$ cat src/rtl/esn_rdout_unloader.sv
// esn_rdout_unloader
//
// Host-side consumer of the ESN readout results. On a rising edge of
// data_valid it snapshots the estimate and the eight learned weights. It then
// streams them toward the host bridge as one packet of 32-bit words on a
// valid/ready source interface.
//
// Word order (default build, 9 words):
//   index 0     : est
//   index 1 + k : weight k = W_out[32*k+31 : 32*k], k = 0..7
//
// Optional feature, macro ESN_UNLOAD_SEQHDR_EN:
//   Each packet is prefixed with the header {8'hA5, 8'd9, seq[15:0]}.
//   est and the weights move to indices 1..9, so a packet is 10 words.
//   seq counts captures, wraps at 0xFFFF and is cleared by reset.
//
// Ports:
//   clk        in   system clock
//   rst_N      in   asynchronous active-low reset
//   en         in   capture enable; a packet already in flight still completes
//   est        in   [31:0]  readout estimate
//   W_out      in   [255:0] learned weights
//   data_valid in   readout data-valid level
//   src_data   out  [31:0]  stream word
//   src_valid  out  src_data is valid
//   src_ready  in   downstream accepts the word
//   src_sop    out  first word of the packet
//   src_eop    out  last word of the packet
//   busy       out  a packet is held or in flight
//   drop_cnt   out  [15:0] saturating count of rising edges that were lost

module esn_rdout_unloader (
  input  logic         clk,
  input  logic         rst_N,
  input  logic         en,
  input  logic [31:0]  est,
  input  logic [255:0] W_out,
  input  logic         data_valid,
  output logic [31:0]  src_data,
  output logic         src_valid,
  input  logic         src_ready,
  output logic         src_sop,
  output logic         src_eop,
  output logic         busy,
  output logic [15:0]  drop_cnt
);

`ifdef ESN_UNLOAD_SEQHDR_EN
  localparam int HDR_WORDS = 1;
`else
  localparam int HDR_WORDS = 0;
`endif

  // Index of the final word of a packet.
  localparam logic [3:0] LAST_IDX = 4'(8 + HDR_WORDS);

  typedef enum logic {
    IDLE,
    SEND
  } state_t;

  state_t      state_q;
  logic [3:0]  idx_q;
  logic [31:0] snap_q [0:8];
  logic        dv_q;

`ifdef ESN_UNLOAD_SEQHDR_EN
  logic [15:0] seq_q;
`endif

  logic        rise;
  logic        last_acc;
  logic        can_take;
  logic        capture;
  logic        drop;
  logic [3:0]  nxt_idx;
  logic [31:0] nxt_word;
  logic [31:0] first_word;

  // Capture/drop decisions and selection of the next word to present.
  // A new packet may start either from IDLE or in the very cycle the final
  // word of the current packet is accepted, which is what lets back-to-back
  // packets run without an idle bubble. Word 0 is taken straight from the
  // inputs at capture time. Every later word comes from the snapshot, so the
  // inputs are free to change once a packet has started.
  always_comb begin
    rise     = data_valid & ~dv_q;
    last_acc = src_valid & src_ready & (idx_q == LAST_IDX);
    can_take = (state_q == IDLE) | last_acc;
    capture  = rise & en & can_take;
    drop     = rise & en & ~can_take;
    nxt_idx  = idx_q + 4'd1;

    nxt_word = '0;
    for (int i = 0; i < 9; i++) begin
      if (nxt_idx == 4'(i + HDR_WORDS)) begin
        nxt_word = snap_q[i];
      end
    end

`ifdef ESN_UNLOAD_SEQHDR_EN
    first_word = {8'hA5, 8'd9, seq_q};
`else
    first_word = est;
`endif
  end

  // Main sequencer. All stream outputs are registered, so src_ready only
  // steers state and never reaches an output combinationally. The async
  // reset drops src_valid at once and aborts any packet in flight without
  // issuing an end-of-packet.
  always_ff @(posedge clk or negedge rst_N) begin
    if (!rst_N) begin
      state_q   <= IDLE;
      idx_q     <= '0;
      dv_q      <= 1'b0;
      drop_cnt  <= '0;
      src_data  <= '0;
      src_valid <= 1'b0;
      src_sop   <= 1'b0;
      src_eop   <= 1'b0;
      for (int i = 0; i < 9; i++) begin
        snap_q[i] <= '0;
      end
`ifdef ESN_UNLOAD_SEQHDR_EN
      seq_q     <= '0;
`endif
    end else begin
      dv_q <= data_valid;

      if (drop && (drop_cnt != 16'hFFFF)) begin
        drop_cnt <= drop_cnt + 16'd1;
      end

      if (capture) begin
        snap_q[0] <= est;
        for (int k = 0; k < 8; k++) begin
          snap_q[k + 1] <= W_out[32*k +: 32];
        end
        state_q   <= SEND;
        idx_q     <= '0;
        src_valid <= 1'b1;
        src_data  <= first_word;
        src_sop   <= 1'b1;
        src_eop   <= 1'b0;
`ifdef ESN_UNLOAD_SEQHDR_EN
        seq_q     <= seq_q + 16'd1;
`endif
      end else if ((state_q == SEND) && src_ready) begin
        if (idx_q == LAST_IDX) begin
          state_q   <= IDLE;
          idx_q     <= '0;
          src_valid <= 1'b0;
          src_data  <= '0;
          src_sop   <= 1'b0;
          src_eop   <= 1'b0;
        end else begin
          idx_q    <= nxt_idx;
          src_data <= nxt_word;
          src_sop  <= 1'b0;
          src_eop  <= (nxt_idx == LAST_IDX);
        end
      end
    end
  end

  assign busy = (state_q == SEND);

endmodule

$ cat config.mk
export PLATFORM = sky130hd
export DESIGN_NAME = esn_rdout_unloader
export DESIGN_NICKNAME = d
export VERILOG_FILES = /design/src/rtl/esn_rdout_unloader.sv
export SDC_FILE = /design/constraint.sdc
export NUM_CORES = 1
export LEC_CHECK = 0
export CAP_MARGIN = 10
export CELL_PAD_IN_SITES_DETAIL_PLACEMENT = 1
export CELL_PAD_IN_SITES_GLOBAL_PLACEMENT = 2
export CORE_AREA = 5 5 219 221
export DETAILED_ROUTE_END_ITERATION = 6
export DIE_AREA = 0 0 224 226
export GPL_ROUTABILITY_DRIVEN = 0
export HOLD_SLACK_MARGIN = 0.06
export PLACE_DENSITY = 0.87
export SETUP_SLACK_MARGIN = 0.4
export SLEW_MARGIN = 0
export SYNTH_ARGS = -nofsm -noshare
export SYNTH_HDL_FRONTEND = slang
export SYNTH_SLANG_ARGS = --single-unit
$ cat constraint.sdc
create_clock -name clk -period 7.3 [get_ports clk]
set_input_delay 1.46 -clock clk [delete_from_list [all_inputs] [get_ports clk]]
set_output_delay 1.46 -clock clk [all_outputs]
set_load 0.03 [all_outputs]
==> impl_metrics.toml <==
[timing]
setup_viol = 0
slew-limit-headroom_pct = 30.7
fin_setup_tns_ns = 0
grt_setup_unrepaired = "false"
final.min_clock_period_ns = 3.90
final_max_slew_viol_count = 0
skew_ns = 0.0156
post-route-period-util_pct = 53.5
max_slew.worst_pin.slew_ns = 1.04
hold_viol_final = 0
holdWs_ns = 0.477
fmax_ghz = 0.256

[run]
cap_violations = 0

[cells_and_area]
final_common_cell = "dfrtp_1"
synthToLayoutAreaGrowth_pct = 33.8
nets = 1935
final_cell_mix = "dfrtp_1, clkdlybuf4s50_1, mux2_2"
fillers = 4816
final_layout_size_suffix_gt1_share_pct = 24.6

[clocking]
path_clk_slew_ns = 0.06
cts_tree = "built"
root_buffer = "clkbuf_16"
cts_sinks = 344
cts_buffers = 42
clk_latency_ns = 0.56
cts_resized = 0
htree_levels = 2
cts_buffer_depth = 3
hold_buffers = 0
post_cts_buffers = 0

[pwr]
power.leakage_nw = 8.96
vdd_drop_max_v = 0.000220
power_density_nw_per_um2 = 450

[yosys]
yosysWarnings = 0
synth_edf_count = 0
postSynthCellCount = 1336
syn_nets = 1635
async_reset_ff_share_pct = 100
ys_ff_latch = 344
yosys_most_used_dff = "dfrtp_1"
synth_area_sq_um = 16200
avgSynthCellArea_sq_um = 12.1
synth_cell_types = 55
ys_seq_area_share_pct = 53.1

[floorplan]
io_pins = 345
die_y_microns = 226
coreArea_sq_um = 46000
dieArea_sq_um = 50600
initial_core_util_pct = 35.3
rows = 79
die_w_microns = 224

[route]
wl_per_cell_microns = 24.7
dr.first_iter.drc_count = 663
via_per_inst = 5.42
dr.pass1.iters = 7
route.detailed.drc = 0
detail-route-antenna-nets = 0
wl_mm = 56.5
vias = 12400

[min_path]
min_path_type = "reg2reg"
hold_depth = 1

[place]
hpwl_mm = 40.2
portBuffers = 344

[critical_path]
crit_type = "in2reg"
path_max_fanout = 36
cp.arrival_ns = 4.34
r2r_cells = 10
end_kind = "flop"
start_kind = "input port"
required_ns = 7.74

[status]
status = "completed"

[grt]
grt_first_pass_wirelength_mm = 85.1
grt_overflow_total = 0
grt_usage_pct = 21.8
antenna_found_initial = 20
grt_start_max_net_pins = 156
grt_pass1_vias = 13700
metrics by stage:
| stage | worst slack, ns | util (%) | cells | instance area (sq um) | power (W) |
|---|---|---|---|---|---|
| floorplan | 4.31 | - | 1336 | 16200 | 0.00607 |
| global placement | 2.89 | 44.0 | 2199 | 20200 | 0.00739 |
| detailed placement | 2.82 | 44.0 | 2199 | 20200 | 0.00759 |
| CTS | 3.41 | 47.1 | 2274 | 21600 | 0.00982 |
| global route | 3.20 | 47.1 | 2286 | 21700 | 0.0103 |
| finish | 3.40 | 47.2 | 2290 | 21700 | 0.00975 |
power by group:
group,total (W),internal [W],switching [W]
combinational,0.00410,0.00184,0.00226
clock,0.00216,0.00132,0.000834
sequential,0.00349,0.00286,0.000635
total,0.00975,0.00602,0.00373
flip-flops by register name, indices dropped and copies added, names as in the netlist:
register and flops:
idx_q 4, src_data 32, src_eop 1, snap_q 288, busy 1, src_sop 1, drop_cnt 16, dv_q 1
metal layers:
layer / GRT usage [%] / vias up / part of all wire, %
met5: 0 / - / 0.048
met4: 8.83 / 4 / 3.0
met3: 4.22 / 88 / 5.0
met2: 33.3 / 311 / 46
met1: 30.6 / 6412 / 46
li1: - / 5591 / -
path summary, 6_finish.rpt:
check	start	to	slack, ns
setup / recovery	src_ready	snap_q[217]	3.40
hold / removal	src_sop	src_sop	0.48
setup reg to reg	idx_q[0]	src_data[0]	3.58
hold reg to reg	src_sop	src_sop	0.48
max in group asynchronous	rst_N	snap_q[119]	4.73
min in group asynchronous	rst_N	snap_q[76]	1.00
synthesized netlist by cell type (3+ instances only):
master     instances  share of area, %
dfrtp_1          344                53
mux2_2           262                18
o21ai_0          127               3.9
nand2_1           73               1.7
clkbuf_1          66               1.5
a21oi_1           40               1.2
buf_2             40               1.2
a221oi_1          38               2.1
nor2_1            37              0.86
o22ai_1           37               1.4
inv_1             35              0.81
a21o_1            28               1.3
a22o_1            27               1.5
o2bb2ai_1         27               1.5
a221oi_2          20               1.9
o32ai_2           20               2.0
nand3_1           19              0.59
xnor2_1           10              0.54
o32ai_1            7              0.38
ha_1               6              0.46
o21a_1             6              0.28
a221o_1            5              0.31
a22oi_1            5              0.23
xor2_1             5              0.27
o21ai_1            4              0.12
a31oi_1            3              0.12
a32oi_1            3              0.16
and3_1             3              0.12
and4_1             3              0.16
nand3b_1           3              0.14
nand4_1            3              0.12
logic make-up (layout without fill, tap and decap cells):
logic type               Yosys count  count (layout)  synth area share (%)
AO/OA/AOI/OAI                    410             410                  19.3
flip-flops                       344             344                  53.1
multiplexers                     262             262                  18.2
AND/OR/NAND/NOR                  153             153                  4.21
buffers and inverters            146             477                  3.88
XOR/XNOR                          15              15                 0.811
adder cells (fa/ha/maj)            6               6                 0.463
other                              0              16                     0
critical path: stages:
cell,delay [ns]
clkdlybuf4s50_1,0.67
nand4b_1,0.26
a21oi_4,0.79
buf_12,0.32
buf_4,0.40
mux2_2,0.39
cell type report:
type                    instances  area [sq um]  share of cell area, %
repair buffers                366          3680                   17.0
well taps                     607           759                   3.50
diodes                         16          40.0                  0.185
clock inverters                13           175                  0.808
multi-input cells             846          7040                   32.5
flip-flops and latches        344          8610                   39.7
clock buffers                  62          1250                   5.75
inverters                      36           135                  0.623
Note: power is estimated with default switching activity, not from simulation.
